## config.mk

```make
export PLATFORM = sky130hd
export DESIGN_NAME = clk_div_detect
export DESIGN_NICKNAME = d
export VERILOG_FILES = /design/src/rtl/clk_div_detect.sv
export SDC_FILE = /design/constraint.sdc
export NUM_CORES = 1
export LEC_CHECK = 0
export ABC_AREA = 1
export CAP_MARGIN = 20
export CORE_MARGIN = 1.5
export CORE_UTILIZATION = 55
export CTS_BUF_LIST = sky130_fd_sc_hd__clkbuf_2 sky130_fd_sc_hd__clkbuf_4 sky130_fd_sc_hd__clkbuf_8
export DETAILED_ROUTE_END_ITERATION = 16
export HOLD_SLACK_MARGIN = 0.05
export PLACE_DENSITY_LB_ADDON = 0.12
export SLEW_MARGIN = 40
export SYNTH_ARGS = -nofsm -noshare
export SYNTH_HDL_FRONTEND = slang
export SYNTH_SLANG_ARGS = --single-unit
```

## constraint.sdc

```tcl
create_clock -name clk -period 4.3 [get_ports clk]
set_clock_uncertainty 0.05 [all_clocks]
set_input_delay 0.645 -clock clk [delete_from_list [all_inputs] [get_ports clk]]
set_output_delay 0.645 -clock clk [all_outputs]
set_load 0.05 [all_outputs]
```

## src/rtl/clk_div_detect.sv

```systemverilog
// Purpose : measures the period of a divided-clock waveform in clk cycles, decodes power-of-two ratios, flags lock.
// Latency : sig_in rise to period/period_valid update is SYNC_STAGES+1 clk edges; locked follows one cycle later.
// Backpr. : none; free-running measurement, ena=0 parks the block in IDLE without losing period/ratio_code.
//
// Ports:
//   clk, rst_n    system clock, asynchronous active-low reset
//   ena           block enable; low returns to IDLE (synchronizer keeps running)
//   sig_in        waveform under measurement, asynchronous to clk
//   period        last measured period in clk cycles
//   period_valid  one-cycle pulse when period updates
//   ratio_code    log2(period) for 2..128, else 0
//   locked        high while the last LOCK_COUNT periods are identical
//   timeout       one-cycle pulse when no edge arrives within 2^CNT_W-1 cycles
module clk_div_detect #(
   parameter int CNT_W       = 8,
   parameter int SYNC_STAGES = 2,
   parameter int LOCK_COUNT  = 4
) (
   input  logic             clk,
   input  logic             rst_n,
   input  logic             ena,
   input  logic             sig_in,
   output logic [CNT_W-1:0] period,
   output logic             period_valid,
   output logic [2:0]       ratio_code,
   output logic             locked,
   output logic             timeout
);

   localparam int               MW        = (LOCK_COUNT > 2) ? $clog2(LOCK_COUNT) : 1;
   localparam logic [MW-1:0]    MATCH_MAX = MW'(LOCK_COUNT - 1);
   localparam logic [CNT_W-1:0] CNT_MAX   = '1;

   localparam logic ST_IDLE    = 1'b0;
   localparam logic ST_MEASURE = 1'b1;

   logic [SYNC_STAGES-1:0] sync_q;
   logic                   prev_q;
   logic                   rise;

   logic                   state_q;
   logic [CNT_W-1:0]       cnt_q;
   logic [MW-1:0]          match_q;
   logic                   have_prev_q;

   // Synchronizer and edge history run regardless of ena so that re-enabling
   // never sees a stale level as a fresh edge.
   always_ff @(posedge clk or negedge rst_n) begin
      if (!rst_n) begin
         sync_q <= '0;
         prev_q <= 1'b0;
      end else begin
         sync_q <= {sync_q[SYNC_STAGES-2:0], sig_in};
         prev_q <= sync_q[SYNC_STAGES-1];
      end
   end

   assign rise = sync_q[SYNC_STAGES-1] & ~prev_q;

   // cnt_q holds the number of cycles since the last detected edge, so the
   // value seen in the next detect cycle is the period itself.
   always_ff @(posedge clk or negedge rst_n) begin
      if (!rst_n) begin
         state_q      <= ST_IDLE;
         cnt_q        <= '0;
         period       <= '0;
         period_valid <= 1'b0;
         timeout      <= 1'b0;
         match_q      <= '0;
         have_prev_q  <= 1'b0;
         locked       <= 1'b0;
      end else begin
         period_valid <= 1'b0;
         timeout      <= 1'b0;
         if (!ena) begin
            state_q     <= ST_IDLE;
            cnt_q       <= '0;
            match_q     <= '0;
            have_prev_q <= 1'b0;
            locked      <= 1'b0;
         end else begin
            case (state_q)
               ST_IDLE: begin
                  cnt_q       <= '0;
                  match_q     <= '0;
                  have_prev_q <= 1'b0;
                  locked      <= 1'b0;
                  if (rise) begin
                     state_q <= ST_MEASURE;
                     cnt_q   <= CNT_W'(1);
                  end
               end
               default: begin
                  // lock is one cycle behind the match count, so a mismatch
                  // drops it in the cycle after its period_valid
                  locked <= (match_q == MATCH_MAX);
                  if (rise) begin
                     // an edge at exactly CNT_MAX wins over the timeout
                     period       <= cnt_q;
                     period_valid <= 1'b1;
                     cnt_q        <= CNT_W'(1);
                     have_prev_q  <= 1'b1;
                     if (have_prev_q && (cnt_q == period)) begin
                        if (match_q != MATCH_MAX) match_q <= match_q + MW'(1);
                     end else begin
                        match_q <= '0;
                     end
                  end else if (cnt_q == CNT_MAX) begin
                     timeout     <= 1'b1;
                     state_q     <= ST_IDLE;
                     cnt_q       <= '0;
                     match_q     <= '0;
                     have_prev_q <= 1'b0;
                     locked      <= 1'b0;
                  end else begin
                     cnt_q <= cnt_q + CNT_W'(1);
                  end
               end
            endcase
         end
      end
   end

   // Pure decode of the registered period; 1 and non-powers of two map to 0.
   always_comb begin
      ratio_code = 3'd0;
      for (int b = 1; b < 8 && b < CNT_W; b++) begin
         if (period == (CNT_W'(1) << b)) ratio_code = 3'(b);
      end
   end

endmodule

```

==> impl_metrics.py <==
metrics = {
    "status": {
        "outcome": "complete, no violations",
    },
    "sta": {
        "slew_viol_final": 0,
        "finalHoldViolations": 0,
        "fmax_ghz": 0.333,
        "rsz0062_at_grt": "no",
        "fin_crit_sh": 0.699,
        "tns_ps": 0,
        "max_slew_margin": 0.613,
        "period_needed_ps": 3010,
        "tightest_slew_ps": 580,
        "finalSetupViolCount": 0,
    },
    "place": {
        "portBuffers": 17,
        "place.gp.congestion": 0.912,
        "dp_cells": 229,
        "hpwl_mm": 2.30,
    },
    "route": {
        "wl_met3_um": 86,
        "wire_per_inst_um": 13.3,
        "wirelength_mm": 3.09,
        "wl_met1_mm": 1.42,
        "vias": 1232,
        "dr_wl_met2_mm": 1.50,
        "drt_iter0_markers": 16,
        "viasPerCell": 5.29,
        "highest_layer": "met4",
        "antenna_left": 0,
        "first_pass_iters": 4,
        "drcViolationCount": 0,
    },
    "cts": {
        "ctsHtreeMaxLevel": 1,
        "clkLatencyLatePin_ps": 330,
        "post_cts_resized": 0,
        "cts.sinks": 26,
        "cts_root_buffer": "clkbuf_4",
        "holdBufCountCts": 0,
        "cts-buffers-inserted": 3,
        "clk_pin_slew_ps": 140,
        "cts_tree": "done",
        "cts_buffer_depth": 2,
        "cts_setup_buffers": 0,
    },
    "final_layout": {
        "num-nets-final": 210,
        "fillers": 215,
        "fin_cells": 233,
        "drive_gt1_frac": 0.0887,
        "syn_to_final_growth_pct": 17.9,
        "antenna_cells": 0,
    },
    "synth": {
        "synthTopCellsByCount": "nand2_1 (48), dfrtp_1 (26), inv_1 (26)",
        "synth_cells": 183,
        "yosys-top-cells-area": "dfrtp_1 (47%), nand2_1 (13%), inv_1 (7.0%)",
        "post-synth-top-area-fraction": 0.466,
        "async_flop_share": 1.00,
        "yosysSeqAreaShare": 0.466,
        "ys_types": 25,
        "synth_seq_cells": 26,
        "synth_most_common_cell": "nand2_1",
        "syn_nets": 189,
        "synth_area_mm2": 0.00140,
        "yosysTopAreaCell": "dfrtp_1",
        "ys_warn_count": 0,
        "ys.flop_type": "dfrtp_1",
        "synth-edff-count": 0,
        "syn_avg_cell_area_um2": 7.62,
    },
    "power_and_ir_drop": {
        "power.density_mw_per_mm2": 439,
        "vdd_ir_drop_max_uv": 287,
        "p_leak_nw": 0.799,
    },
    "run": {
        "max-cap-violations": 0,
    },
    "worst_setup_path": {
        "cp-end-kind": "primary output",
        "required_ps": 3610,
        "cpMostUsedCell": "nand3_1",
        "worstSetupPathType": "flop to primary output",
        "crit_chain": "nor2_1 > nand3_1 > inv_1 > nand4_1 > o21a_1 > nand3_1 > clkdlybuf4s50_1",
        "critPathMaxStageDelay_ps": 800,
        "worst_setup_path_start_kind": "flop",
        "path_max_fanout": 6,
        "worst_path_max_delay_cell": "clkdlybuf4s50_1",
        "arrival_ps": 2310,
    },
    "global_routing": {
        "track_usage": 0.264,
        "grt_remaining_overflow": 0,
        "grt_max_degree": 27,
        "grt_pass1_vias": 1210,
        "antenna_found_initial": 0,
        "grt_pass1_wl_mm": 5.36,
    },
    "floorplanning": {
        "rows": 18,
        "dieWidth_um": 53.4,
        "die_area_mm2": 0.00285,
        "core_area_mm2": 0.00243,
        "initial_core_util": 0.574,
        "die_height_um": 53.4,
        "num_io_pins": 18,
    },
    "hold_path": {
        "min_path_type": "primary input to async pin",
    },
}
cell usage in the layout (no fill, tap or decap), types with 2 or more instances in the layout:
cell type | Yosys | layout
nand2_1 | 48 | 48
nor3_1 | 4 | 4
inv_2 | 4 | 4
inv_1 | 26 | 26
nand4_1 | 5 | 5
clkdlybuf4s50_1 | 0 | 16
o21a_1 | 2 | 2
nand3_1 | 10 | 10
nor2_1 | 20 | 20
nor2_2 | 2 | 2
nor4_1 | 3 | 3
a21oi_1 | 4 | 4
ha_1 | 2 | 2
nor3b_1 | 2 | 2
nand2_2 | 4 | 4
clkbuf_4 | 0 | 3
o21ai_0 | 12 | 12
dfrtp_1 | 26 | 26
state kept, by name, summed over array words and instances (netlist names), 2 cells and up:
register and count:
sync_q 2, match_q 2, cnt_q 8, period 8
critical path, delay by kind of cell (launching register included):
family,cells,cell delay (ps)
AND/OR/NAND/NOR,4,470
flip-flops,1,460
buffers and inverters,2,910
AO/OA/AOI/OAI,1,150
logic make-up (layout without fill, tap and decap cells):
family	after synthesis	count (layout)	share of synthesized area
fa+ha+maj	2	2	0.0179
simple gates	101	101	0.338
compound gates	20	20	0.0780
buf+inv	32	52	0.0870
flops	26	26	0.466
xor+xnor	2	2	0.0126
final cells by class:
type                            instances  area [um2]  area share
Clock buffer                            3        22.5      0.0137
Clock inverter                          1        30.0      0.0183
Inverter                               31         116      0.0707
Multi-Input combinational cell        125         623       0.379
Sequential cell                        26         651       0.395
Tap cell                               30        37.5      0.0228
Timing Repair Buffer                   17         165       0.100
power by group:
| part | switching, W | internal, W |
|---|---|---|
| combinational | 0.000179 | 0.0000811 |
| clock | 0.0000753 | 0.0000943 |
| sequential | 0.0000282 | 0.000264 |
| total | 0.000282 | 0.000440 |
stage by stage:
step | utilization | setup slack, ps | hold WS [ps] | power [W] | cell area (um2)
after floorplan | - | 2010 | 281 | 0.000471 | 1400
after CTS | 0.676 | 1310 | 251 | 0.000726 | 1650
final | 0.676 | 1290 | 239 | 0.000722 | 1650
after global placement | 0.657 | 1780 | 286 | 0.000550 | 1600
after global routing | 0.676 | 1110 | 259 | 0.000763 | 1650
after detailed placement | 0.655 | 1700 | 294 | 0.000556 | 1590
metal layers:
metal	vias up	track usage
met5	-	0
met4	0	0.128
met3	7	0.0339
met2	25	0.422
met1	582	0.350
li1	618	-
worst paths after layout:
| check | depth (start not counted) | slack [ps] | endpoint | start |
|---|---|---|---|---|
| max | 7 | 1290 | ratio_code[2] | period[0] |
| min | 1 | 240 | period[3] | rst_n |
| max reg2reg | 8 | 2700 | match_q[1] | cnt_q[1] |
| min reg2reg | 0 | 320 | sync_q[1] | sync_q[0] |
| max in group asynchronous | 1 | 3580 | cnt_q[0] | rst_n |
| min in group clk | 0 | 320 | sync_q[1] | sync_q[0] |
Note: power is estimated with default switching activity, not from simulation.
